`src/rtl/seven_seg_scan_ctrl.sv`:
```
// Time-multiplexed scan controller for an N-digit common-anode 7-segment display.
// Optional build macro LEADING_ZERO_BLANK_EN suppresses digits above the highest nonzero one.
//
// state   | meaning
// S_IDLE  | no value loaded yet; all anodes off, seg_out cleared
// S_BLANK | all anodes off while bcd_out settles through the shared decoder
// S_DRIVE | anode of digit idx low, latched segments shown
module seven_seg_scan_ctrl #(
  parameter int NUM_DIGITS  = 4,
  parameter int REFRESH_DIV = 1000,
  parameter int BLANK_CYC   = 2
) (
  input  logic                    clk,
  input  logic                    rst,
  input  logic                    load,
  input  logic [4*NUM_DIGITS-1:0] digits_in,
  output logic [3:0]              bcd_out,
  input  logic [6:0]              seg_in,
  output logic [6:0]              seg_out,
  output logic [NUM_DIGITS-1:0]   an_out,
  output logic                    frame_done
);

  localparam int SLOT_MAX = (REFRESH_DIV > BLANK_CYC) ? REFRESH_DIV : BLANK_CYC;
  localparam int CNT_W    = (SLOT_MAX > 1) ? $clog2(SLOT_MAX) : 1;
  localparam int IDX_W    = (NUM_DIGITS > 1) ? $clog2(NUM_DIGITS) : 1;

  localparam logic [CNT_W-1:0] BLANK_LOAD = CNT_W'(BLANK_CYC - 1);
  localparam logic [CNT_W-1:0] DRIVE_LOAD = CNT_W'(REFRESH_DIV - 1);
  localparam logic [IDX_W-1:0] LAST_IDX   = IDX_W'(NUM_DIGITS - 1);
  localparam logic [6:0]       SEG_DASH   = 7'b0000001;

  typedef enum logic [1:0] {
    S_IDLE  = 2'd0,
    S_BLANK = 2'd1,
    S_DRIVE = 2'd2
  } state_e;

  state_e                  state_q, state_d;
  logic [IDX_W-1:0]        idx_q, idx_d;
  logic [CNT_W-1:0]        cnt_q, cnt_d;
  logic [4*NUM_DIGITS-1:0] shadow_q, shadow_d;
  logic [4*NUM_DIGITS-1:0] active_q, active_d;
  logic [6:0]              seg_q, seg_d;
  logic [NUM_DIGITS-1:0]   an_q, an_d;
  logic                    done_q, done_d;

  logic [3:0]              cur_digit;
  logic                    suppress;

  always_comb begin
    cur_digit = 4'd0;
    for (int i = 0; i < NUM_DIGITS; i++) begin
      if (idx_q == IDX_W'(i)) cur_digit = active_q[4*i +: 4];
    end
  end

`ifdef LEADING_ZERO_BLANK_EN
  logic [IDX_W-1:0] lead_hi;

  // Digit 0 is never suppressed because lead_hi bottoms out at index 0.
  always_comb begin
    lead_hi = '0;
    for (int i = 1; i < NUM_DIGITS; i++) begin
      if (active_q[4*i +: 4] != 4'd0) lead_hi = IDX_W'(i);
    end
  end

  assign suppress = (idx_q > lead_hi);
`else
  assign suppress = 1'b0;
`endif

  always_comb begin
    state_d  = state_q;
    idx_d    = idx_q;
    cnt_d    = cnt_q;
    shadow_d = shadow_q;
    active_d = active_q;
    seg_d    = seg_q;
    an_d     = '1;
    done_d   = 1'b0;

    if (load) shadow_d = digits_in;

    case (state_q)
      S_IDLE: begin
        if (load) begin
          state_d  = S_BLANK;
          idx_d    = '0;
          cnt_d    = BLANK_LOAD;
          active_d = digits_in;
        end
      end
      S_BLANK: begin
        if (cnt_q == '0) begin
          state_d = S_DRIVE;
          cnt_d   = DRIVE_LOAD;
          if (suppress)            seg_d = 7'b0000000;
          else if (cur_digit > 4'd9) seg_d = SEG_DASH;
          else                     seg_d = seg_in;
        end else begin
          cnt_d = cnt_q - 1'b1;
        end
      end
      S_DRIVE: begin
        if (cnt_q == '0) begin
          state_d = S_BLANK;
          cnt_d   = BLANK_LOAD;
          // Pending loads only take effect here, so a frame never mixes two values.
          if (idx_q == LAST_IDX) begin
            idx_d    = '0;
            active_d = shadow_q;
          end else begin
            idx_d = idx_q + 1'b1;
          end
        end else begin
          cnt_d = cnt_q - 1'b1;
        end
      end
      default: state_d = S_IDLE;
    endcase

    // Outputs are precomputed from the next state so they line up with state_q.
    if ((state_d == S_DRIVE) && !suppress) begin
      for (int i = 0; i < NUM_DIGITS; i++) begin
        an_d[i] = (idx_d != IDX_W'(i));
      end
    end
    done_d = (state_d == S_DRIVE) && (cnt_d == '0) && (idx_d == LAST_IDX);
  end

  always_ff @(posedge clk) begin
    if (rst) begin
      state_q  <= S_IDLE;
      idx_q    <= '0;
      cnt_q    <= '0;
      shadow_q <= '0;
      active_q <= '0;
      seg_q    <= '0;
      an_q     <= '1;
      done_q   <= 1'b0;
    end else begin
      state_q  <= state_d;
      idx_q    <= idx_d;
      cnt_q    <= cnt_d;
      shadow_q <= shadow_d;
      active_q <= active_d;
      seg_q    <= seg_d;
      an_q     <= an_d;
      done_q   <= done_d;
    end
  end

  assign bcd_out    = cur_digit;
  assign seg_out    = seg_q;
  assign an_out     = an_q;
  assign frame_done = done_q;

endmodule
```
`config.mk`:
```
export PLATFORM = sky130hd
export DESIGN_NAME = seven_seg_scan_ctrl
export DESIGN_NICKNAME = d
export VERILOG_FILES = /design/src/rtl/seven_seg_scan_ctrl.sv
export SDC_FILE = /design/constraint.sdc
export NUM_CORES = 1
export LEC_CHECK = 0
export ABC_AREA = 1
export CAP_MARGIN = 15
export CORE_ASPECT_RATIO = 2
export CORE_MARGIN = 2
export CORE_UTILIZATION = 44
export DETAILED_ROUTE_END_ITERATION = 10
export GPL_ROUTABILITY_DRIVEN = 1
export GPL_TIMING_DRIVEN = 0
export PLACE_DENSITY = 0.67
export SLEW_MARGIN = 25
export SYNTH_ARGS = -nofsm -noshare
export SYNTH_HDL_FRONTEND = slang
export SYNTH_SLANG_ARGS = --single-unit
```
`constraint.sdc`:
```
create_clock -name clk -period 3.6 [get_ports clk]
set_input_delay 0.36 -clock clk [delete_from_list [all_inputs] [get_ports clk]]
set_output_delay 0.36 -clock clk [all_outputs]
set_load 0.01 [all_outputs]
```
==> results of run 1 <==
-- flip-flops by register name, indices dropped and copies added (netlist names) --
name,cells
seg_out,7
active_q,16
shadow_q,16
state_q,2
cnt_q,10
frame_done,1
an_out,4
idx_q,2
-- power breakdown --
part / switching [mW] / total (mW) / leakage, nW / internal, mW
Sequential: 0.131 / 0.958 / 0.478 / 0.828
Combinational: 0.922 / 1.50 / 0.939 / 0.578
Clock: 0.283 / 0.869 / 0.152 / 0.586
Total: 1.34 / 3.33 / 1.57 / 1.99
-- final cells by class --
| class | count | area, µm² | area share [%] |
|---|---|---|---|
| Multi-Input combinational cell | 287 | 1378 | 38.48 |
| Sequential cell | 58 | 1161 | 32.44 |
| Timing Repair Buffer | 40 | 400.4 | 11.18 |
| Clock buffer | 13 | 270.3 | 7.550 |
| Inverter | 36 | 138.9 | 3.880 |
| Tap cell | 84 | 105.1 | 2.936 |
| Buffer | 16 | 91.34 | 2.552 |
| Clock inverter | 2 | 35.03 | 0.9787 |
-- tightest hold or removal path: cells and delay by family --
kind | cells | cell delay [ps]
buffers and inverters | 1 | 190
AO/OA/AOI/OAI | 1 | 110
AND/OR/NAND/NOR | 1 | 70
-- layout by cell type, fill, tap and decap left out, drive strengths merged --
| cell | n |
|---|---|
| a21oi | 20 |
| a31oi | 16 |
| buf | 8 |
| bufinv | 1 |
| clkbuf | 21 |
| clkdlybuf4s50 | 40 |
| clkinv | 2 |
| dfxtp | 58 |
| ha | 5 |
| inv | 35 |
| nand2 | 91 |
| nand3 | 26 |
| nand4 | 1 |
| nor2 | 71 |
| nor3 | 1 |
| o211ai | 3 |
| o21ai | 51 |
| or2 | 1 |
| xor2 | 1 |
-- per-stage QoR --
stage	hold slack [ps]	setup WS (ps)	util [%]	power, mW
2_1_floorplan	433.6	1858	-	2.005
3_3_place_gp	466.0	1333	54.07	2.434
3_5_place_dp	470.7	1363	54.07	2.461
4_1_cts	445.1	977.1	59.11	3.342
5_1_grt	494.7	798.5	59.11	3.582
6_report	440.5	977.6	59.11	3.327
-- final timing paths --
kind / endpoint / slack [ps] / cells after the start
hold reg to reg: active_q[7]$_SDFFE_PP0P_ / 480 / 2
setup / recovery: bcd_out[1] / 980 / 8
setup reg to reg: seg_out[6]$_SDFFE_PP0P_ / 1530 / 9
hold / removal: shadow_q[2]$_SDFFE_PP0P_ / 440 / 3
-- layer usage --
metal | part of all wire (%) | GRT usage [%] | vias to the layer above
met5 | 0 | 0 | -
met4 | 4.1 | 13.48 | 0
met3 | 3.5 | 5.537 | 19
met2 | 56 | 42.54 | 61
met1 | 36 | 22.41 | 1269
li1 | - | - | 1396
-- cells by family (layout without fill, tap and decap cells) --
family                     Yosys count  after routing
adders and majority gates            5              5
buffers and inverters               52            107
DFF                                 58             58
and+or+nand+nor                    191            191
xor gates and xnor gates             1              1
AOI/OAI and AO/OA                   90             90
==> key figures, run 1 <==
Run status
  • Status: complete, no violations

Synthesis
  • Dominant synthesized flop cell: dfxtp_1
  • Dominant cell type by area after synthesis: dfxtp_1
  • Post-Synth Adder-Cell Area: 2.259%
  • Synth warn: 0
  • Syn_nets: 428
  • Largest cells by area after synthesis: dfxtp_1 42%, nand2_1 12%, nor2_1 8.9%
  • Simple-gate share of the synthesized area: 28.83%
  • Asr flop ratio synth: 0%
  • Number of synthesized register bits: 58
  • Sequential area share after synthesis: 41.93%
  • Largest family of logic cells by synthesized area: simple AND/OR/NAND/NOR gates
  • Synth top area share: 41.93%
  • Cells after Synth: 397
  • Mapped Avg Cell Area: 6.975 µm²
  • Mux cell area share after synthesis: 0%
  • Yosys cell types: 31
  • Cell with the most instances after synthesis: nand2_1
  • Synth Area in Compound Gates: 18.35%
  • Number of flops mapped to enable cells by yosys: 0
  • Xor/xnor share of the synthesized area: 0.3163%
  • Synth Cell Area: 0.002769 mm²
  • Commonest cells in the synthesized netlist: 87 x nand2_1, 66 x nor2_1, 58 x dfxtp_1, 43 x o21ai_0

Critical path
  • RR Startpoint: idx_q[0]$_SDFF_PP0_
  • Crit-path max cell delay: 600 ps
  • CP Class: reg2out
  • Critical path cell sequence: inv_1 > ha_1 > inv_1 > nand3_1 > nand2_1 > o21ai_0 > o21ai_0 > clkdlybuf4s50_1
  • Critical path capture point type: primary output
  • Largest fanout on the critical path: 7
  • Crit path DAT: 2260 ps
  • CP startpoint kind: flop
  • Buf/Inv on CP: 3
  • Critical-path top delay cell: clkdlybuf4s50_1
  • CP top delay family: buffers and inverters
  • Critical Path RT: 3240 ps
  • Crit path from: idx_q[1]$_SDFF_PP0_

Die
  • Io pins: 42
  • Core area: 0.006056 mm²
  • Vert. Die Dim: 116.2 µm
  • Initial Util: 45.72%
  • Die area: 0.006982 mm²
  • Row cnt: 40
  • Die width: 60.10 µm

Route
  • Final ANT Viol Nets: 0
  • Number of remaining DRC errors: 0
  • Drt wl/cell: 13.44 µm
  • Total Routed Length: 7.203 mm
  • Initial DRC Count: 128
  • Via count: 2745
  • TritonRoute pass-1 iters: 4
  • Via-to-Cell Ratio: 5.121

Placement
  • Placed Instances: 521
  • RePlAce Congestion: 0.8327
  • DP HPWL: 5.352 mm
  • Cell area after placement: 0.003274 mm²
  • Count of input and output buffers: 40

Global route
  • First-pass GRT wire length: 12.02 mm
  • Initial antenna violation count: 0
  • GRT Total Usage: 23.22%
  • Largest net degree at the start of global routing: 11
  • Vias in the first global route: 2689
  • Overflow after GRT: 0

Timing
  • Number of setup violations in the final report: 0
  • Slew @ Worst Pin: 616.3 ps
  • RSZ-0062 raised after global routing: no
  • Fin crit period: 2622 ps
  • Clock Skew: 4.904 ps
  • Final worst-path cycle share: 72.84%
  • Final hold violations: 0
  • Total negative slack: 0 ps
  • Fmax: 381.3 MHz
  • Slew Viols, Final: 0
  • Max-Slew Margin vs Limit: 58.64%

Cells and area
  • Inserted Diodes: 0
  • Final design area excluding fillers: 0.003580 mm²
  • P&R area growth vs syn: 29.28%
  • Fillers: 587
  • Share of cells above drive strength 1: 11.73%
  • Nets: 479
  • Final non-filler cell total: 536

CTS
  • Worst skew pair latency: 330 ps
  • CTS H-Tree Depth: 3
  • Hold buffer count at cts: 0
  • CTS Sinks: 58
  • Root buffer cell: clkbuf_16
  • Worst-path clk slew: 50 ps
  • Post-CTS resize count: 0
  • CTS Buf Count: 9
  • Bufs on Longest Clock Path: 2
  • Post-CTS Repair Setup Buffers: 0
  • CTS tree: yes

Power
  • Peak VDD IR: 0.0005203 V
  • Power Density: 929.4 mW/mm²
  • Lkg Pwr: 1.568 nW

Run
  • # Max-Cap Violations: 0

Hold path
  • Worst hold path class: in2reg
  • Worst hold start: load
No activity file was read; power rests on OpenSTA's default activity.
==> run 2, diff against run 1 <==
==> constraint.sdc (replaced) <==
create_clock -name clk -period 2.65 [get_ports clk]
set_input_delay 0.265 -clock clk [delete_from_list [all_inputs] [get_ports clk]]
set_output_delay 0.265 -clock clk [all_outputs]
set_load 0.01 [all_outputs]
==> key figures, run 2 (same netlist as run 1, synthesis figures left out) <==
Cells and area
  • P&R area growth vs syn: 29.28%
  • Nets: 479
  • Largest registers: active_q: 16 flops, shadow_q: 16 flops, cnt_q: 10 flops
  • Most common cell after layout, fill and taps aside: nand2_1
  • Most frequent cells in the layout: 87 x nand2_1, 66 x nor2_1, 58 x dfxtp_1, 42 x o21ai_0, 40 x clkdlybuf4s50_1
  • Inserted Diodes: 0
  • Share of cells above drive strength 1: 11.73%

Timing
  • Slew Viols, Final: 0
  • Number of setup violations in the final report: 0
  • Slew @ Worst Pin: 619.1 ps
  • Total negative slack: 0 ps
  • Fin crit period: 2446 ps
  • Fmax: 408.8 MHz
  • Max-Slew Margin vs Limit: 58.45%
  • RSZ-0062 raised after global routing: no
  • Final worst-path cycle share: 92.31%
  • Clock Skew: 4.754 ps
  • Final hold violations: 0

Critical path
  • Critical Path RT: 2380 ps
  • R2R Setup Slk: 620 ps
  • CP startpoint kind: flop
  • Crit-path max cell delay: 580 ps
  • Crit path DAT: 2180 ps
  • Critical path's most frequent cell: inv_1
  • Critical-path top delay cell: clkdlybuf4s50_1
  • Buf/Inv on CP: 3
  • CP Class: reg2out
  • Critical path capture point type: primary output
  • CP top delay family: buffers and inverters
  • Critical path cell sequence: inv_1 > ha_1 > inv_1 > nand3_1 > nand2_1 > o21ai_0 > o21ai_1 > clkdlybuf4s50_1
  • Largest fanout on the critical path: 7

Die
  • Core area: 0.006056 mm²
  • Row cnt: 40
  • Vert. Die Dim: 116.2 µm
  • Die area: 0.006982 mm²
  • Die width: 60.10 µm
  • Initial Util: 45.72%
  • Io pins: 42

Power
  • Peak VDD IR: 0.0007063 V
  • Power Density: 1263 mW/mm²
  • Combinational share of power: 45.1%
  • Clk pwr share: 26.1%
  • Lkg Pwr: 1.568 nW
  • Pint: 2.707 mW
  • Tot Pwr: 4.522 mW
  • Flop pwr share: 28.8%
  • Switching pwr: 1.816 mW
  • Switching portion of total power: 40.15%

CTS
  • Hold buffer count at cts: 0
  • Worst skew pair latency: 330 ps
  • Root buffer cell: clkbuf_16
  • CTS tree: yes
  • CTS Buf Count: 9
  • CTS H-Tree Depth: 3
  • Post-CTS Repair Setup Buffers: 0
  • Bufs on Longest Clock Path: 2
  • CTS Sinks: 58
  • Post-CTS resize count: 0
  • Worst-path clk slew: 50 ps

Global route
  • Vias in the first global route: 2689
  • GRT Total Usage: 23.22%
  • First-pass GRT wire length: 12.02 mm
  • Largest net degree at the start of global routing: 11
  • Initial antenna violation count: 0
  • Overflow after GRT: 0

Hold path
  • Worst hold path class: in2reg

Route
  • Total Routed Length: 7.194 mm
  • Via-to-Cell Ratio: 5.116
  • Number of remaining DRC errors: 0
  • Drt wl/cell: 13.42 µm
  • Via count: 2742
  • TritonRoute pass-1 iters: 4
  • Initial DRC Count: 128
  • Final ANT Viol Nets: 0

Run
  • # Max-Cap Violations: 0

Run status
  • Status: complete, no violations

Placement
  • Count of input and output buffers: 40
  • DP HPWL: 5.352 mm
  • RePlAce Congestion: 0.8327
run 2: worst paths after layout:
path,from,endpoint,cells after the start
max reg2reg,idx_q[1]$_SDFF_PP0_,seg_out[6]$_SDFFE_PP0P_,9
min,load,shadow_q[2]$_SDFFE_PP0P_,3
max,idx_q[1]$_SDFF_PP0_,bcd_out[1],8
min reg2reg,shadow_q[7]$_SDFFE_PP0P_,active_q[7]$_SDFFE_PP0P_,2
run 2: through the flow:
step           worst slack [ps]  area, µm²  util [%]  instances  hold WS, ps
6_report                  203.7       3580     59.11        536        345.9
5_1_grt                   43.63       3580     59.11        536        399.7
4_1_cts                   122.1       3580     59.11        536        350.1
3_5_place_dp              507.8       3274     54.07        521        470.7
3_3_place_gp              477.6       3274     54.07        521        466.0
2_1_floorplan             907.8       2769         -        397        338.6
run 2: power groups by stage:
stage | logic, mW | registers (mW) | clock network, mW
floorplan | 1.43 | 1.30 | 0
global placement | 2.00 | 1.30 | 0
detailed placement | 2.03 | 1.31 | 0
CTS | 2.05 | 1.30 | 1.19
global route | 2.30 | 1.33 | 1.23
finish | 2.04 | 1.30 | 1.18
run 2: area by class of cell:
cell class	count	area (µm²)
clock buffer	13	270.3
clock inverter	2	35.03
tap	84	105.1
fill	587	2476
multi-input combinational	287	1378
timing repair buffer	40	400.4
inverter	36	138.9
sequential	58	1161
buffer	16	91.34
run 2: layer usage:
| layer | global-route usage, % | routed length, µm | up-vias |
|---|---|---|---|
| met5 | 0 | 0 | - |
| met4 | 13.48 | 295 | 0 |
| met3 | 5.537 | 228 | 19 |
| met2 | 42.54 | 4033 | 55 |
| met1 | 22.41 | 2637 | 1271 |
| li1 | - | - | 1397 |
run 2: worst register-to-register path: stages, from the launching register on:
cell	delay [ps]
dfxtp_1	390
inv_1	90
ha_1	210
inv_1	160
nand2_1	80
o211ai_1	90
a21oi_1	120
o21ai_1	530
nand2_1	160
a21oi_2	140
